<file path="config.mk">
export PLATFORM = sky130hd
export DESIGN_NAME = uart_rx_buffered
export DESIGN_NICKNAME = d
export VERILOG_FILES = /design/src/rtl/uart_rx_buffered.sv
export SDC_FILE = /design/constraint.sdc
export NUM_CORES = 1
export LEC_CHECK = 0
export CORE_MARGIN = 1.5
export CORE_UTILIZATION = 58
export DETAILED_ROUTE_END_ITERATION = 7
export HOLD_SLACK_MARGIN = 0.06
export PLACE_DENSITY = 0.78
export SLEW_MARGIN = 20
export SYNTH_ARGS = -nofsm -noshare
export SYNTH_HDL_FRONTEND = slang
export SYNTH_SLANG_ARGS = --single-unit
</file>
<file path="constraint.sdc">
create_clock -name clk -period 3.3 [get_ports clk]
set_clock_uncertainty 0.2 [all_clocks]
set_input_delay 0.33 -clock clk [delete_from_list [all_inputs] [get_ports clk]]
set_output_delay 0.33 -clock clk [all_outputs]
set_load 0.02 [all_outputs]
</file>
<file path="src/rtl/uart_rx_buffered.sv">
// Oversampling UART receiver: 2-flop synchronizer, start/data/parity/stop deframer,
// parity and framing checks, and a small FIFO drained through a valid/ready port.
module uart_rx_buffered #(
  parameter int INPUT_DATA_WIDTH = 8,
  parameter int PARITY_ENABLED   = 1,
  parameter int CLKS_PER_BIT     = 16,
  parameter int FIFO_DEPTH       = 4
) (
  input  logic                          clk,
  input  logic                          reset,
  input  logic                          serial_in,
  output logic [INPUT_DATA_WIDTH-1:0]   o_data,
  output logic                          o_valid,
  input  logic                          i_ready,
  output logic                          parity_error,
  output logic                          framing_error,
  output logic                          overrun,
  output logic [$clog2(FIFO_DEPTH):0]   fifo_count
);

  localparam int CW = $clog2(CLKS_PER_BIT);
  localparam int BW = (INPUT_DATA_WIDTH > 1) ? $clog2(INPUT_DATA_WIDTH) : 1;
  localparam int PW = $clog2(FIFO_DEPTH);

  localparam logic [CW-1:0] HALF_LAST  = CW'(CLKS_PER_BIT / 2 - 1);
  localparam logic [CW-1:0] BIT_LAST   = CW'(CLKS_PER_BIT - 1);
  localparam logic [BW-1:0] DATA_LAST  = BW'(INPUT_DATA_WIDTH - 1);
  localparam logic [PW:0]   FULL_COUNT = (PW + 1)'(FIFO_DEPTH);

  localparam logic [2:0] S_IDLE      = 3'd0;
  localparam logic [2:0] S_START     = 3'd1;
  localparam logic [2:0] S_DATA      = 3'd2;
  localparam logic [2:0] S_PARITY    = 3'd3;
  localparam logic [2:0] S_STOP      = 3'd4;
  localparam logic [2:0] S_WAIT_IDLE = 3'd5;

  logic                        rx_meta, rx_s, rx_prev;
  logic [2:0]                  state;
  logic [CW-1:0]               clk_cnt;
  logic [BW-1:0]               bit_cnt;
  logic [INPUT_DATA_WIDTH-1:0] shift_reg;
  logic                        parity_bad;

  logic [INPUT_DATA_WIDTH-1:0] mem [FIFO_DEPTH];
  logic [PW-1:0]               wr_ptr, rd_ptr;
  logic                        bit_tick, push, pop, full, wr_en;

  // Synchronizer flops reset to the idle line level so release never fakes a start edge.
  always_ff @(posedge clk or negedge reset) begin
    if (!reset) begin
      rx_meta <= 1'b1;
      rx_s    <= 1'b1;
      rx_prev <= 1'b1;
    end else begin
      rx_meta <= serial_in;
      rx_s    <= rx_meta;
      rx_prev <= rx_s;
    end
  end

  assign bit_tick = (clk_cnt == BIT_LAST);
  assign push     = (state == S_STOP) && bit_tick && rx_s && !parity_bad;

  // NOTE: every sequential block uses non-blocking assignments so all flops update together.
  always_ff @(posedge clk or negedge reset) begin
    if (!reset) begin
      state         <= S_IDLE;
      clk_cnt       <= '0;
      bit_cnt       <= '0;
      shift_reg     <= '0;
      parity_bad    <= 1'b0;
      parity_error  <= 1'b0;
      framing_error <= 1'b0;
    end else begin
      parity_error  <= 1'b0;
      framing_error <= 1'b0;
      case (state)
        S_IDLE: begin
          if (rx_prev && !rx_s) begin
            state   <= S_START;
            clk_cnt <= '0;
          end
        end
        S_START: begin
          if (clk_cnt == HALF_LAST) begin
            clk_cnt    <= '0;
            bit_cnt    <= '0;
            parity_bad <= 1'b0;
            state      <= rx_s ? S_IDLE : S_DATA;
          end else begin
            clk_cnt <= clk_cnt + CW'(1);
          end
        end
        S_DATA: begin
          if (bit_tick) begin
            clk_cnt   <= '0;
            shift_reg <= {rx_s, shift_reg[INPUT_DATA_WIDTH-1:1]};
            bit_cnt   <= bit_cnt + BW'(1);
            if (bit_cnt == DATA_LAST)
              state <= (PARITY_ENABLED != 0) ? S_PARITY : S_STOP;
          end else begin
            clk_cnt <= clk_cnt + CW'(1);
          end
        end
        S_PARITY: begin
          if (bit_tick) begin
            clk_cnt    <= '0;
            parity_bad <= ^{shift_reg, rx_s};
            state      <= S_STOP;
          end else begin
            clk_cnt <= clk_cnt + CW'(1);
          end
        end
        S_STOP: begin
          if (bit_tick) begin
            clk_cnt <= '0;
            if (!rx_s) begin
              // Framing wins over parity; the line must go high before re-arming.
              framing_error <= 1'b1;
              state         <= S_WAIT_IDLE;
            end else begin
              parity_error <= parity_bad;
              state        <= S_IDLE;
            end
          end else begin
            clk_cnt <= clk_cnt + CW'(1);
          end
        end
        S_WAIT_IDLE: begin
          if (rx_s) state <= S_IDLE;
        end
        default: state <= S_IDLE;
      endcase
    end
  end

  assign o_valid = (fifo_count != '0);
  assign pop     = o_valid && i_ready;
  assign full    = (fifo_count == FULL_COUNT);
  assign wr_en   = push && (!full || pop);

  // NOTE: storage is not reset; o_data is masked while empty, so stale entries never escape.
  always_ff @(posedge clk) begin
    if (wr_en) mem[wr_ptr] <= shift_reg;
  end

  always_ff @(posedge clk or negedge reset) begin
    if (!reset) begin
      wr_ptr     <= '0;
      rd_ptr     <= '0;
      fifo_count <= '0;
      overrun    <= 1'b0;
    end else begin
      overrun <= push && full && !pop;
      if (wr_en) wr_ptr <= wr_ptr + PW'(1);
      if (pop)   rd_ptr <= rd_ptr + PW'(1);
      case ({wr_en, pop})
        2'b10:   fifo_count <= fifo_count + (PW + 1)'(1);
        2'b01:   fifo_count <= fifo_count - (PW + 1)'(1);
        default: fifo_count <= fifo_count;
      endcase
    end
  end

  assign o_data = o_valid ? mem[rd_ptr] : '0;

endmodule

</file>
==> impl_metrics.csv <==
group,metric,value,unit
synthesis,synthFlopType,"edfxtp_1",
global_route,grt_max_degree,33,
sta,slew_viol_final,0,
synthesis,synth_seq_area_share,0.5891,
drt,ant_nets,0,
worst_setup_path,crit_fanout,10,
synthesis,synth_top_family_by_area,"simple AND/OR/NAND/NOR gates",
final_layout,area_growth,15.41,%
synthesis,synth_cells,228,
cts,clk_latency,340,ps
worst_setup_path,cp.arrival,2300,ps
final_layout,finalNetCount,261,
floorplanning,core_area,4848,um2
place,numPortBuffers,18,
sta,relSlewSlack,0.6131,
worst_setup_path,crit_slowest_cell,"dfrtp_1",
synthesis,synth_compound_area_frac,0.07641,
place,gp_congestion,0.7939,
worst_setup_path,cpPeakStageDelay,700,ps
floorplanning,start_util,0.6181,
synthesis,synth_edf_count,32,
drt,num_vias,1838,
drt,routedWlPerCell,16.01,um
worst_setup_path,path_buf_inv,1,
floorplanning,rows,25,
synthesis,synth_warnings,0,
global_route,grt_pass1_wl,8859,um
drt,drtPass1Iterations,4,
sta,finalCritPeriodShare,0.8585,
global_route,grt_pass1_vias,1786,
floorplanning,die_y,74.88,um
global_route,track_usage,0.2207,
pwr,power,2.578,mW
global_route,antenna_found_initial,0,
synthesis,syn_nets,240,
sta,setup_violations,0,
worst_setup_path,worst_setup_path_start_kind,"flip-flop",
drt,drc_errors,0,
cts,cts_buffer_depth,2,
sta,finalCriticalPeriod,2833,ps
sta,hold_slack,160.4,ps
cts,cts_hold_buf,0,
pwr,p_per_area,745.3,nW/um2
floorplanning,die_x,74.88,um
sta,clock.fmax,0.3530,GHz
sta,timing.setup.tns,0,ps
synthesis,syn_avg_cell_area,13.14,um2
cts,cts_setup_buffers,0,
cts,cts-root-buf,"clkbuf_8",
sta,rsz0062_at_grt,"false",
pwr,power_leakage,1.426,nW
final_layout,largest_reg_flops,32,
synthesis,syn_area,2997,um2
cts,post_cts_resized,0,
worst_setup_path,critPathCaptureType,"primary output",
cts,path_clk_slew,70,ps
run_status,status,"complete, no violations",
cts,cts_buffers,9,
place,placed_area,3223,um2
place,hpwlAfterDp,3411,um
final_layout,fillers,329,
final_layout,drive_gt1_frac,0.1417,
final_layout,diodes,0,
worst_setup_path,path_class,"reg -> out",
drt,finalWirelength,5140,um
pwr,peakVddDrop,0.3909,mV
synthesis,synthXorXnorAreaFrac,0.04551,
synthesis,synth.distinct_cells,55,
global_route,grt-ovfl-total,0,
synthesis,synth_adder_area_share,0.03591,
worst_setup_path,crit_family,"flip-flops",
min_path,hold_path.class,"reg -> reg",
run,cap_violations,0,
sta,hold_viol,0,
synthesis,synth_mux_area_frac,0.07098,
synthesis,ys_ff_latch,64,
floorplanning,die_area,5607,um2
cts,clock_sinks,64,
drt,via_per_inst,5.726,
synthesis,async_flop_share,0.5000,
synthesis,yosys.area_share.simple,0.1532,
final_layout,postLayoutCoreUtil,0.7133,
worst_setup_path,crit_chain,"mux4_2 > and2_1 > clkdlybuf4s50_1",
floorplanning,num_io_pins,19,
cts,cts_tree,"done",
final_layout,final_area,3458,um2
cts,htreeDepth,3,
drt,drtIter0Drc,120,
sta,worst_pin_slew,577.2,ps
worst_setup_path,cp.required,2770,ps
## layout by cell type (no fill, tap or decap), drive strengths merged, types with 3 or more instances in the layout
| master | synthesis | final |
|---|---|---|
| a22o | 4 | 4 |
| clkbuf | 2 | 10 |
| and2 | 13 | 13 |
| nand3 | 8 | 8 |
| edfxtp | 32 | 32 |
| a21oi | 4 | 4 |
| xnor2 | 10 | 10 |
| nor3 | 4 | 4 |
| inv | 9 | 9 |
| clkdlybuf4s50 | 0 | 18 |
| nand4 | 3 | 3 |
| nor2 | 7 | 7 |
| dfstp | 3 | 3 |
| nand2 | 29 | 29 |
| xor2 | 3 | 3 |
| o21ai | 6 | 6 |
| ha | 7 | 7 |
| dfrtp | 29 | 29 |
| and3 | 3 | 3 |
| mux4 | 8 | 8 |
| bufinv | 0 | 3 |
## Yosys cell counts (all sizes together) (3+ instances only)
library cell   n  area (um2)
nor3           4       36.29
o21ai          6       30.02
and3           3       18.77
dfrtp         29       725.7
inv            9       33.79
ha             7       87.58
nor2           7       28.78
xnor2         10       87.58
xor2           3       26.28
nand4          3       18.77
edfxtp        32       960.9
a22o           4       35.03
a21oi          4       20.02
dfstp          3       78.83
buf            8       45.04
mux4           8       180.2
and2          13       81.33
nand2         29       108.9
nand3          8       45.04
## path summary, 6_finish.rpt
check,depth (start not counted),start,slack [ps],to
setup / recovery,3,rd_ptr[0],470,o_data[2]
hold / removal,0,rx_meta,160,rx_s
setup reg to reg,8,clk_cnt[0],660,fifo_count[2]
hold reg to reg,0,rx_meta,160,rx_s
max in group asynchronous,2,reset,2390,rx_s
min in group asynchronous,2,reset,190,wr_ptr[0]
## final cells by class
cell class	instances	area, um2	share of cell area
clock inverters	6	107.6	0.03111
multi-input cells	145	1145	0.3310
clock buffers	10	127.6	0.03690
well taps	67	83.83	0.02424
flip-flops and latches	64	1765	0.5105
repair buffers	20	195.2	0.05644
inverters	9	33.78	0.009768
## logic make-up after synthesis
kind of cell | count (synthesis)
XOR/XNOR | 14
AO/OA/AOI/OAI | 31
flip-flops | 64
AND/OR/NAND/NOR | 81
multiplexers | 11
buffers and inverters | 19
adder cells (fa/ha/maj) | 8
## per-stage QoR
stage	instances	setup WS, ps
after global placement	305	782.4
after floorplan	228	867.9
after global routing	321	320.7
final	321	467.0
after detailed placement	305	738.1
after CTS	321	419.7
## worst reg2reg max path: stages (launching register included)
cell	delay, ps
dfrtp_1	390
ha_1	330
nand4b_1	200
nor2_2	280
nor2_1	100
fa_1	400
nand2b_1	180
o31a_1	250
o211ai_1	210
## where the power goes
part	total, mW	internal (mW)	switching (mW)
clock network	0.795	0.499	0.296
logic	0.728	0.397	0.332
registers	1.05	0.896	0.158
## per-layer routing
metal / up-vias / track usage / share of wire
li1: 880 / - / -
met1: 910 / 0.3092 / 0.46
met2: 40 / 0.3245 / 0.49
met3: 8 / 0.04418 / 0.035
met4: 0 / 0.1273 / 0.017
met5: - / 0 / 0
No activity file was read; power rests on OpenSTA's default activity.
